File: config.mk
export PLATFORM = sky130hd
export DESIGN_NAME = sprite_draw_flat
export DESIGN_NICKNAME = d
export VERILOG_FILES = /design/src/rtl/sprite_draw_if.sv /design/src/rtl/sprite_draw.sv /design/src/flat_wrapper.sv
export SDC_FILE = /design/constraint.sdc
export NUM_CORES = 1
export LEC_CHECK = 0
export BUFFER_PORTS_ARGS = -buffer_cell sky130_fd_sc_hd__buf_4
export CORE_MARGIN = 10
export CORE_UTILIZATION = 50
export DETAILED_ROUTE_END_ITERATION = 12
export GPL_TIMING_DRIVEN = 1
export PLACE_DENSITY = 0.74
export SYNTH_ARGS = -nofsm -noshare
export SYNTH_HDL_FRONTEND = slang
export SYNTH_SLANG_ARGS = --single-unit
File: constraint.sdc
create_clock -name clk -period 6.4 [get_ports clk]
set_input_delay 0.96 -clock clk [delete_from_list [all_inputs] [get_ports clk]]
set_output_delay 0.96 -clock clk [all_outputs]
set_load 0.03 [all_outputs]
File: src/rtl/sprite_draw_if.sv
// Signal bundle between the CHIP-8 execute stage, main memory, the framebuffer RAM
// and the sprite rasteriser. The rasteriser uses the slave view; its environment uses master.
interface sprite_draw_if;
  // CPU side
  logic        start;
  logic [7:0]  x_in;
  logic [7:0]  y_in;
  logic [3:0]  n_in;
  logic [11:0] i_in;
  logic        busy;
  logic        done;
  logic        collision;
  // main memory (synchronous read)
  logic [11:0] mem_addr;
  logic [7:0]  mem_data;
  // framebuffer RAM (synchronous read port, write port)
  logic [9:0]  fb_read_address;
  logic [7:0]  fb_q;
  logic [9:0]  fb_write_address;
  logic [7:0]  fb_d;
  logic        fb_we;

  modport slave (
    input  start, x_in, y_in, n_in, i_in, mem_data, fb_q,
    output busy, done, collision, mem_addr,
           fb_read_address, fb_write_address, fb_d, fb_we
  );

  modport master (
    output start, x_in, y_in, n_in, i_in, mem_data, fb_q,
    input  busy, done, collision, mem_addr,
           fb_read_address, fb_write_address, fb_d, fb_we
  );
endinterface

File: src/rtl/sprite_draw.sv
// CHIP-8 DXYN sprite rasteriser: fetches sprite rows from main memory and XORs them
// into the 128x64 1-bpp framebuffer with read-modify-write, reporting pixel collision.
module sprite_draw (
  input  logic        clk,
  input  logic        reset_n,
  sprite_draw_if.slave bus
);

  typedef enum logic [2:0] {
    S_IDLE,
    S_FETCH,
    S_LOAD,
    S_RDR,
    S_WRL,
    S_WRR,
    S_DONE
  } state_t;

  state_t      r_state;
  state_t      w_next;

  logic [6:0]  r_x;
  logic [5:0]  r_y;
  logic [11:0] r_i;
  logic [3:0]  r_rows;
  logic [3:0]  r_row;
  logic [15:0] r_pat;
  logic [7:0]  r_old_l;
  logic [7:0]  r_old_r;
  logic        r_collision;

  logic [2:0]  w_off;
  logic [3:0]  w_xb;
  logic [5:0]  w_fb_y;
  logic [9:0]  w_addr_l;
  logic [9:0]  w_addr_r;
  logic        w_right_en;
  logic        w_last_row;
  logic [6:0]  w_room;
  logic [3:0]  w_rows;
  logic        w_unused_bits;

  // Only the low 7 bits of Vx and low 6 bits of Vy address the screen.
  assign w_unused_bits = &{1'b0, bus.x_in[7], bus.y_in[7]};

  assign w_off      = r_x[2:0];
  assign w_xb       = r_x[6:3];
  assign w_fb_y     = r_y + {2'b00, r_row};
  assign w_addr_l   = {w_fb_y, w_xb};
  assign w_addr_r   = {w_fb_y, w_xb + 4'd1};
  assign w_right_en = (w_off != 3'd0) && (w_xb != 4'hF);
  assign w_last_row = ((r_row + 4'd1) == r_rows);

  // Rows below the bottom edge are clipped, so the row count is min(n, 64 - y).
  assign w_room = 7'd64 - {1'b0, bus.y_in[5:0]};
  assign w_rows = ({3'b000, bus.n_in} < w_room) ? bus.n_in : w_room[3:0];

  assign bus.collision = r_collision;

  // NOTE: sequential state uses non-blocking assignments so every register samples
  // pre-edge values, independent of statement order.
  always_ff @(posedge clk or negedge reset_n) begin
    if (!reset_n) begin
      r_state <= S_IDLE;
    end else begin
      r_state <= w_next;
    end
  end

  always_ff @(posedge clk or negedge reset_n) begin
    if (!reset_n) begin
      r_x         <= '0;
      r_y         <= '0;
      r_i         <= '0;
      r_rows      <= '0;
      r_row       <= '0;
      r_pat       <= '0;
      r_old_l     <= '0;
      r_old_r     <= '0;
      r_collision <= 1'b0;
    end else begin
      case (r_state)
        S_IDLE: begin
          if (bus.start) begin
            r_x         <= bus.x_in[6:0];
            r_y         <= bus.y_in[5:0];
            r_i         <= bus.i_in;
            r_rows      <= w_rows;
            r_row       <= '0;
            r_collision <= 1'b0;
          end
        end
        S_LOAD: begin
          r_pat <= {bus.mem_data, 8'h00} >> w_off;
        end
        S_RDR: begin
          r_old_l <= bus.fb_q;
        end
        S_WRL: begin
          r_old_r <= bus.fb_q;
          if ((r_old_l & r_pat[15:8]) != 8'h00) begin
            r_collision <= 1'b1;
          end
        end
        S_WRR: begin
          if (w_right_en && ((r_old_r & r_pat[7:0]) != 8'h00)) begin
            r_collision <= 1'b1;
          end
          r_row <= r_row + 4'd1;
        end
        default: begin
        end
      endcase
    end
  end

  // NOTE: every output of this block gets a default before the case, so no path
  // leaves a signal unassigned and no latch is inferred.
  always_comb begin
    w_next               = r_state;
    bus.busy             = 1'b1;
    bus.done             = 1'b0;
    bus.mem_addr         = '0;
    bus.fb_read_address  = '0;
    bus.fb_write_address = '0;
    bus.fb_d             = '0;
    bus.fb_we            = 1'b0;

    case (r_state)
      S_IDLE: begin
        bus.busy = 1'b0;
        if (bus.start) begin
          w_next = (bus.n_in == 4'd0) ? S_DONE : S_FETCH;
        end
      end
      S_FETCH: begin
        bus.mem_addr = r_i + {8'h00, r_row};
        w_next       = S_LOAD;
      end
      S_LOAD: begin
        bus.fb_read_address = w_addr_l;
        w_next              = S_RDR;
      end
      S_RDR: begin
        bus.fb_read_address = w_addr_r;
        w_next              = S_WRL;
      end
      S_WRL: begin
        // Read port is parked on the other byte so it never collides with the write.
        bus.fb_read_address  = w_addr_r;
        bus.fb_write_address = w_addr_l;
        bus.fb_d             = r_old_l ^ r_pat[15:8];
        bus.fb_we            = 1'b1;
        w_next               = S_WRR;
      end
      S_WRR: begin
        bus.fb_read_address = w_addr_l;
        if (w_right_en) begin
          bus.fb_write_address = w_addr_r;
          bus.fb_d             = r_old_r ^ r_pat[7:0];
          bus.fb_we            = 1'b1;
        end
        w_next = w_last_row ? S_DONE : S_FETCH;
      end
      S_DONE: begin
        bus.done = 1'b1;
        w_next   = S_IDLE;
      end
      default: begin
        bus.busy = 1'b0;
        w_next   = S_IDLE;
      end
    endcase
  end

endmodule

File: src/flat_wrapper.sv
// flat-port wrapper written by rule: the top's interface ports become plain ports
module sprite_draw_flat 
  (clk, reset_n, bus_start, bus_x_in, bus_y_in, bus_n_in, bus_i_in, bus_mem_data, bus_fb_q, bus_busy, bus_done, bus_collision, bus_mem_addr, bus_fb_read_address, bus_fb_write_address, bus_fb_d, bus_fb_we);
  sprite_draw_if bus_i ();
  input  logic clk;
  input  logic reset_n;
  input wire logic [$bits(bus_i.start)-1:0] bus_start;
  input wire logic [$bits(bus_i.x_in)-1:0] bus_x_in;
  input wire logic [$bits(bus_i.y_in)-1:0] bus_y_in;
  input wire logic [$bits(bus_i.n_in)-1:0] bus_n_in;
  input wire logic [$bits(bus_i.i_in)-1:0] bus_i_in;
  input wire logic [$bits(bus_i.mem_data)-1:0] bus_mem_data;
  input wire logic [$bits(bus_i.fb_q)-1:0] bus_fb_q;
  output wire logic [$bits(bus_i.busy)-1:0] bus_busy;
  output wire logic [$bits(bus_i.done)-1:0] bus_done;
  output wire logic [$bits(bus_i.collision)-1:0] bus_collision;
  output wire logic [$bits(bus_i.mem_addr)-1:0] bus_mem_addr;
  output wire logic [$bits(bus_i.fb_read_address)-1:0] bus_fb_read_address;
  output wire logic [$bits(bus_i.fb_write_address)-1:0] bus_fb_write_address;
  output wire logic [$bits(bus_i.fb_d)-1:0] bus_fb_d;
  output wire logic [$bits(bus_i.fb_we)-1:0] bus_fb_we;
  assign bus_i.start = bus_start;
  assign bus_i.x_in = bus_x_in;
  assign bus_i.y_in = bus_y_in;
  assign bus_i.n_in = bus_n_in;
  assign bus_i.i_in = bus_i_in;
  assign bus_i.mem_data = bus_mem_data;
  assign bus_i.fb_q = bus_fb_q;
  assign bus_busy = bus_i.busy;
  assign bus_done = bus_i.done;
  assign bus_collision = bus_i.collision;
  assign bus_mem_addr = bus_i.mem_addr;
  assign bus_fb_read_address = bus_i.fb_read_address;
  assign bus_fb_write_address = bus_i.fb_write_address;
  assign bus_fb_d = bus_i.fb_d;
  assign bus_fb_we = bus_i.fb_we;
  sprite_draw u_core (.clk(clk), .reset_n(reset_n), .bus(bus_i));
endmodule
==> results of run 1 <==
==> path summary, 6_finish.rpt <==
path	from	slack [ns]	endpoint	cells past startpoint
max	u_core.r_state[2]$_DFFE_PN0N_	2.72	bus_fb_write_address[7]	5
min	u_core.r_old_r[1]$_DFFE_PN0P_	0.50	u_core.r_old_r[1]$_DFFE_PN0P_	2
min in group asynchronous	reset_n	0.72	u_core.r_old_l[0]$_DFFE_PN0P_	1
min reg2reg	u_core.r_old_r[1]$_DFFE_PN0P_	0.50	u_core.r_old_r[1]$_DFFE_PN0P_	2
max in group asynchronous	reset_n	5.12	u_core.r_y[5]$_DFFE_PN0P_	1
max reg2reg	u_core.r_state[0]$_DFFE_PN0N_	4.06	u_core.r_x[3]$_DFFE_PN0P_	3
==> power by group <==
part           switching (mW)  internal [mW]
Combinational           0.795          0.634
Sequential              0.242          0.636
Clock                   0.185          0.185
Total                    1.22           1.46
==> cell families after synthesis <==
kind of cell / Yosys count / synth area share
compound gates: 89 / 0.139
xor+xnor: 20 / 0.0408
fa+ha+maj: 31 / 0.0939
buf+inv: 33 / 0.0359
flops: 68 / 0.397
mux: 50 / 0.130
simple gates: 144 / 0.163
==> layout make-up <==
cell class                      instances  share of cell area
Tap cell                              105              0.0252
Timing Repair Buffer                   92               0.133
Multi-Input combinational cell        334               0.467
Clock inverter                          7              0.0158
Clock buffer                            9              0.0238
Sequential cell                        68               0.326
Inverter                               13             0.00936
==> stage by stage <==
step | hold WS [ns] | instances | instance area (um^2) | setup slack (ns) | utilization
after CTS | 0.495 | 628 | 5210 | 2.69 | 0.628
final | 0.496 | 628 | 5210 | 2.72 | 0.628
after detailed placement | 0.475 | 612 | 5010 | 3.13 | 0.603
after global placement | 0.464 | 612 | 5010 | 3.18 | 0.603
after global routing | 0.525 | 628 | 5210 | 2.54 | 0.628
after floorplan | 0.443 | 435 | 4290 | 3.28 | -
==> flip-flops by register name, indices dropped and copies added, names as in the netlist <==
register and flops:
u_core.bus.collision 1, u_core.r_i 12, u_core.r_old_l 8, u_core.r_old_r 8, u_core.r_pat 15, u_core.r_row 4
u_core.r_rows 4, u_core.r_state 3, u_core.r_x 7, u_core.r_y 6
==> routing by layer <==
metal / track usage / part of all wire
met1: 0.205 / 0.44
met2: 0.258 / 0.48
met3: 0.0538 / 0.071
met4: 0.0491 / 0.0099
met5: 0 / 0
==> placed cells by master (no fill, tap or decap), drive strengths merged, types with 4 or more instances in the layout <==
master / instances
clkbuf: 9
a22o: 13
nor2: 35
a211oi: 4
or3: 4
a21o: 4
o21a: 5
inv: 15
o21ai: 28
clkinv: 4
xor2: 11
nor2b: 9
nand2b: 4
buf: 92
nor4: 5
nand2: 61
mux2i: 9
mux2: 41
dfrtp: 68
nand3: 8
xnor2: 9
a21oi: 17
ha: 29
==> worst register-to-register path: cells and delay by family, from the launching register on <==
kind                   cells  cell delay (ns)
buffers and inverters      1             0.44
DFF                        1             0.60
muxes                      1             0.39
and+or+nand+nor            1             0.79
==> impl_metrics.tcl, run 1 <==
set metrics [dict create \
    skew_ns 0.00911 \
    min_path_type "flop to flop" \
    clockBufferDepth 2 \
    ys_ff_latch 68 \
    crit_path_frequent_cell "nor2_1" \
    dp.final_hpwl_um 8160 \
    syn_area_per_cell_um2 9.86 \
    std_cell_rows 33 \
    worstPathCellList "nor2b_1 > and2_1 > nor2_1 > nor2_1 > buf_4" \
    synth_top_cell_by_area "dfrtp_1" \
    multiInputGateArea_um2 2430 \
    cts_hold_buffers 0 \
    ys_types 54 \
    cts_made_buffers 9 \
    drv_slew 0 \
    clk_pin_slew_ns 0.08 \
    syn_nets 517 \
    first_global_vias 3526 \
    drt-pass1-iter-count 4 \
    synth-edff-count 0 \
    routed_wl_um 10500 \
    syn_to_final_growth_pct 21.5 \
    die_w_um 113 \
    port_buffers 91 \
    cellLeakagePower_nw 2.51 \
    overflow 0 \
    start_util 0.517 \
    finalCriticalPeriod_ns 3.68 \
    cts_tree "yes" \
    required_ns 5.44 \
    drive_above_1_share 0.293 \
    status "finished clean" \
    fp.dieArea_um2 12700 \
    critPathMaxStageDelay_ns 0.70 \
    post_drt_wl_per_cell_um 16.7 \
    crit_family "simple AND/OR/NAND/NOR gates" \
    io_pins 95 \
    ys_top_cells_by_count "dfrtp_1, nand2_1, mux2_2" \
    gr-usage-all-layers 0.163 \
    cts_resized 0 \
    rsz0062_at_grt "no" \
    fin_nets 600 \
    slew_headroom 0.430 \
    synth.cell_area_um2 4290 \
    drv_cap 0 \
    path_buf_inv 1 \
    finalPower_mw 2.68 \
    grt_start_max_net_pins 69 \
    arrival_ns 2.72 \
    ys.flop_type "dfrtp_1" \
    synthCells 435 \
    ant_nets 0 \
    drt_iter0_drc 125 \
    end_kind "output port" \
    root_buffer "clkbuf_8" \
    drc 0 \
    h-tree-depth 3 \
    finalSetupTns_ns 0 \
    antenna_cells 0 \
    timing.final.crit_share 0.576 \
    vias_per_cell 5.59 \
    yosysWarnings 0 \
    tightest_slew_ns 0.855 \
    worstSkewPairLatency_ns 0.35 \
    vias 3512 \
    numClockSinks 68 \
    postCtsSetupBuffers 0 \
    cp_max_fo 20 \
    synth_area_leaders "dfrtp_1, mux2_2, ha_1" \
    gp_congestion 0.779 \
    fillers 714 \
    crit_type "flop to output port" \
    synth-async-reset-ratio 1.00 \
    synth.top_cell.area_share 0.397 \
    ff_latch_area_um2 1700 \
    antenna_found_initial 0 \
    ir_drop_v 0.000236 \
    cp_slowest_cell "and2_1" \
    cellPowerDensity_nw_per_um2 514 \
    core-area_um2 8300 \
    grt_pass1_wl_um 17300 \
    yosysSeqAreaShare 0.397 \
    fmax_mhz 271 \
    yosysMostFrequentCell "dfrtp_1" \
    finalHoldViolations 0 \
    start_kind "flop" \
    setup_viol 0 \
    die_h_um 113 \
]
No activity file was read; power rests on OpenSTA's default activity.
==> inputs of run 2 (changes only) <==
==> constraint.sdc (replaced) <==
create_clock -name clk -period 3.6 [get_ports clk]
set_input_delay 0.54 -clock clk [delete_from_list [all_inputs] [get_ports clk]]
set_output_delay 0.54 -clock clk [all_outputs]
set_load 0.03 [all_outputs]
==> run 2 against run 1 <==
Effect of this change: sequential power grew 72%; sequential cell count is the same; wire length grew 2.6%; power grew 76%; sequential share of layout area is essentially flat; register-to-register slack lost 2.6 ns; core utilization grew 0.075 points; critical path depth is the same.
==> impl_metrics.tcl, run 2 (synthesis gave the netlist of run 1 again) <==
set metrics [dict create \
    status "finished clean" \
    fin_ws_ns 0.447 \
    die_w_um 113 \
    die_h_um 113 \
    numClockSinks 68 \
    drc 0 \
    grt_pass1_wl_um 17400 \
    cp_max_fo 15 \
    met1_usage 0.211 \
    layout_commonest_cell "buf_4" \
    grt_start_max_net_pins 69 \
    end_kind "output port" \
    top_regs "u_core.r_pat: 15 flops, u_core.r_i: 12 flops" \
    post_drt_wl_per_cell_um 17.0 \
    first_global_vias 3457 \
    io_pins 95 \
    largest_reg_flops 15 \
    final_cell_mix "buf_4, dfrtp_1, nand2_1" \
    busiest_layer "met2" \
    min_path_type "primary input to async pin" \
    core-area_um2 8300 \
    postCtsSetupBuffers 0 \
    fp.dieArea_um2 12700 \
    drv_cap 0 \
    ir_drop_v 0.000441 \
    drt-pass1-iter-count 5 \
    dp.final_hpwl_um 8360 \
    vias_per_cell 5.60 \
    antenna_cells 0 \
    cts_hold_buffers 0 \
    cts_resized 0 \
    cts_made_buffers 9 \
    use_met2 0.261 \
    finalSetupTns_ns 0 \
    h-tree-depth 3 \
    required_ns 3.06 \
    preCtsSetupSlack_ns 0.836 \
    drv_slew 0 \
    fmax_mhz 317 \
    top_register "u_core.r_pat" \
    fin_nets 604 \
    cellLeakagePower_nw 2.51 \
    clockBufferDepth 2 \
    tightest_slew_ns 0.857 \
    arrival_ns 2.61 \
    ant_nets 0 \
    routed_wl_um 10700 \
    worstSkewPairLatency_ns 0.35 \
    rsz0062_at_grt "no" \
    overflow 0 \
    slew_headroom 0.428 \
    root_buffer "clkbuf_8" \
    antenna_found_initial 0 \
    cts_tree "yes" \
    vias 3540 \
    port_buffers 91 \
    skew_ns 0.00681 \
    setup_viol 0 \
    gr-usage-all-layers 0.165 \
    clk_pin_slew_ns 0.07 \
    syn_to_final_growth_pct 21.7 \
    start_kind "flop" \
    drt_iter0_drc 145 \
    gp_congestion 0.808 \
    drive_above_1_share 0.294 \
    ff2ff_setup_slack_ns 1.48 \
    crit_type "flop to output port" \
    timing.final.crit_share 0.876 \
    final_util 0.629 \
    cellPowerDensity_nw_per_um2 903 \
    finalCriticalPeriod_ns 3.15 \
    start_util 0.517 \
    std_cell_rows 33 \
    met3_usage 0.0543 \
    finalHoldViolations 0 \
]
-- run 2: where the power goes --
part / leakage, nW / internal [mW] / total (mW) / switching, mW
clock network: 0.0824 / 0.267 / 0.560 / 0.293
logic: 1.59 / 1.16 / 2.65 / 1.49
registers: 0.830 / 1.13 / 1.51 / 0.376
total: 2.51 / 2.56 / 4.71 / 2.16
-- run 2: worst max-delay path: stages (launching register included) --
cell	delay, ns
dfrtp_1	0.61
nor2b_1	0.49
and2_1	0.58
nor2_1	0.25
nor2_1	0.16
buf_4	0.17
-- run 2: area by class of cell --
| type | count | area, um^2 |
|---|---|---|
| tap | 105 | 131 |
| fill | 710 | 3080 |
| clock buffer | 12 | 145 |
| inverter | 13 | 48.8 |
| clock inverter | 4 | 25.0 |
| sequential | 68 | 1700 |
| timing repair buffer | 96 | 733 |
| multi-input combinational | 334 | 2430 |
-- run 2: through the flow --
step	cell area, um^2	total power [mW]	std cells	hold slack [ns]
floorplan	4290	3.35	435	0.244
global placement	5050	4.07	616	0.464
detailed placement	5050	4.18	616	0.467
CTS	5220	4.75	632	0.337
global route	5220	5.08	632	0.354
finish	5220	4.71	632	0.285
-- run 2: final timing paths --
path	from	to	cells past startpoint
min in group clk	bus_fb_q[0]	u_core.r_old_r[0]$_DFFE_PN0P_	3
worst max register to register	u_core.r_state[2]$_DFFE_PN0N_	u_core.r_old_r[4]$_DFFE_PN0P_	5
max in group asynchronous	reset_n	u_core.r_state[0]$_DFFE_PN0N_	1
worst min register to register	u_core.r_pat[3]$_DFFE_PN0P_	u_core.r_pat[3]$_DFFE_PN0P_	2
worst min-delay path	reset_n	u_core.r_state[1]$_DFFE_PN0N_	1
worst max-delay path	u_core.r_state[2]$_DFFE_PN0N_	bus_fb_write_address[9]	5
-- run 2: per-layer routing --
metal  vias up  share of wire
met5         -              0
met4         0          0.017
met3        17          0.065
met2       108           0.47
met1      1681           0.45
li1       1734              -
==> inputs of run 3 (changes only) <==
--- a/config.mk
+++ b/config.mk
@@ -6,6 +6,7 @@
 export NUM_CORES = 1
 export LEC_CHECK = 0
 export BUFFER_PORTS_ARGS = -buffer_cell sky130_fd_sc_hd__buf_4
+export CORE_ASPECT_RATIO = 0.6
 export CORE_MARGIN = 10
 export CORE_UTILIZATION = 50
 export DETAILED_ROUTE_END_ITERATION = 12
==> run 3 against run 2 <==
Effect of this change: die area grew 0.95%; via count grew 1.1%; first-iteration DRC count grew 86%; worst setup slack lost 0.043 ns; critical path depth grew 3; non-clock buffer count is the same; core utilization grew 0.30 points; critical path type unchanged.
==> impl_metrics.tcl, run 3 (synthesis gave the netlist of run 1 again) <==
set metrics [dict create \
    gp_congestion 0.860 \
    clockBufferDepth 2 \
    top_register "u_core.r_pat" \
    antenna_cells 0 \
    drt-pass1-iter-count 5 \
    fmax_mhz 313 \
    finalPower_mw 5.03 \
    r2r-start "u_core.r_state[2]$_DFFE_PN0N_" \
    tightest_slew_ns 0.880 \
    vias 3578 \
    numClockSinks 68 \
    cts_hold_buffers 0 \
    routed_wl_um 11600 \
    start_util 0.509 \
    finalHoldViolations 0 \
    fin_nets 604 \
    overflow 0 \
    io_pins 95 \
    top_regs "u_core.r_pat: 15 flops, u_core.r_i: 12 flops" \
    worstSkewPairLatency_ns 0.33 \
    fillers 691 \
    grt_start_max_net_pins 69 \
    fin_hold_ws_ns 0.322 \
    ir_drop_v 0.000362 \
    grt_pass1_wl_um 18700 \
    required_ns 3.06 \
    ff2ff_setup_slack_ns 1.58 \
    cts_resized 0 \
    slew_headroom 0.413 \
    largest_reg_flops 15 \
    dp.final_hpwl_um 8750 \
    fp.dieArea_um2 12800 \
    die_w_um 140 \
    start_kind "flop" \
    met3_usage 0.0525 \
    drive_above_1_share 0.298 \
    gr-usage-all-layers 0.179 \
    vias_per_cell 5.60 \
    drc 0 \
    cp_max_fo 7 \
    h-tree-depth 3 \
    drv_slew 0 \
    final_area_um2 5320 \
    antenna_found_initial 0 \
    syn_to_final_growth_pct 24.1 \
    arrival_ns 2.66 \
    root_buffer "clkbuf_16" \
    busiest_layer "met2" \
    drt_iter0_drc 269 \
    layout_commonest_cell "buf_4" \
    clk_pin_slew_ns 0.05 \
    cts_made_buffers 9 \
    cellPowerDensity_nw_per_um2 946 \
    timing.rr.end "u_core.r_old_r[6]$_DFFE_PN0P_" \
    end_kind "output port" \
    port_buffers 91 \
    std_cell_rows 26 \
    final_cell_mix "buf_4, dfrtp_1, nand2_1" \
    ant_nets 0 \
    core-area_um2 8430 \
    preCtsSetupSlack_ns 0.780 \
    rsz0062_at_grt "no" \
    cellLeakagePower_nw 2.55 \
    drv_cap 0 \
    post_dp_cell_area_um2 5040 \
    r2r_cells 5 \
    finalCriticalPeriod_ns 3.20 \
    postCtsSetupBuffers 0 \
    setup_viol 0 \
    timing.final.crit_share 0.888 \
    cts_tree "yes" \
    finalSetupTns_ns 0 \
    skew_ns 0.00519 \
    crit_type "flop to output port" \
    die_h_um 91.7 \
    met1_usage 0.243 \
    use_met2 0.273 \
    post_drt_wl_per_cell_um 18.1 \
    min_path_type "primary input to async pin" \
    status "finished clean" \
    fin_ws_ns 0.404 \
    first_global_vias 3558 \
]
[run 3: changes by cell type in the layout (fill, tap and decap cells not counted), sizes merged]
cell      change
clkbuf        -2
clkinvlp      +2
[run 3: layout make-up]
cell class	count	area, um^2	share of cell area
inverter	13	48.8	0.00917
multi-input combinational	334	2430	0.457
clock inverter	6	40.0	0.00752
timing repair buffer	96	721	0.135
tap	112	140	0.0263
clock buffer	10	239	0.0449
sequential	68	1700	0.320
[run 3: through the flow]
| stage | cells | utilization |
|---|---|---|
| final | 639 | 0.632 |
| after global placement | 623 | 0.599 |
| after floorplan | 435 | - |
| after CTS | 639 | 0.632 |
| after global routing | 639 | 0.632 |
| after detailed placement | 623 | 0.599 |
[run 3: layer usage]
metal / part of all wire / wire [um]
met5: 0 / 0
met4: 0.013 / 149
met3: 0.069 / 793
met2: 0.44 / 5110
met1: 0.48 / 5530
[run 3: power by group]
part,internal (mW),switching (mW),leakage (nW)
combinational,1.16,1.54,1.59
clock,0.481,0.329,0.127
sequential,1.13,0.387,0.830
[run 3: worst max-delay path, cell delays in order, from the launching register on]
cell     delay (ns)
dfrtp_1        0.48
ha_1           0.31
fa_1           0.41
a21o_1         0.17
a21oi_1        0.42
nor2b_1        0.13
xnor2_1        0.14
nor2_1         0.09
buf_4          0.17
[run 3: how the worst max path moves through the flow]
stage	from	end	slack, ns
floorplan	u_core.r_row[0]$_DFFE_PN0P_	bus_mem_addr[10]	0.90
global placement	u_core.r_row[0]$_DFFE_PN0P_	bus_mem_addr[8]	0.88
detailed placement	u_core.r_row[0]$_DFFE_PN0P_	bus_mem_addr[8]	0.78
CTS	u_core.r_row[0]$_DFFE_PN0P_	bus_mem_addr[8]	0.41
global route	u_core.r_row[0]$_DFFE_PN0P_	bus_mem_addr[8]	0.22
finish	u_core.r_row[0]$_DFFE_PN0P_	bus_mem_addr[8]	0.40
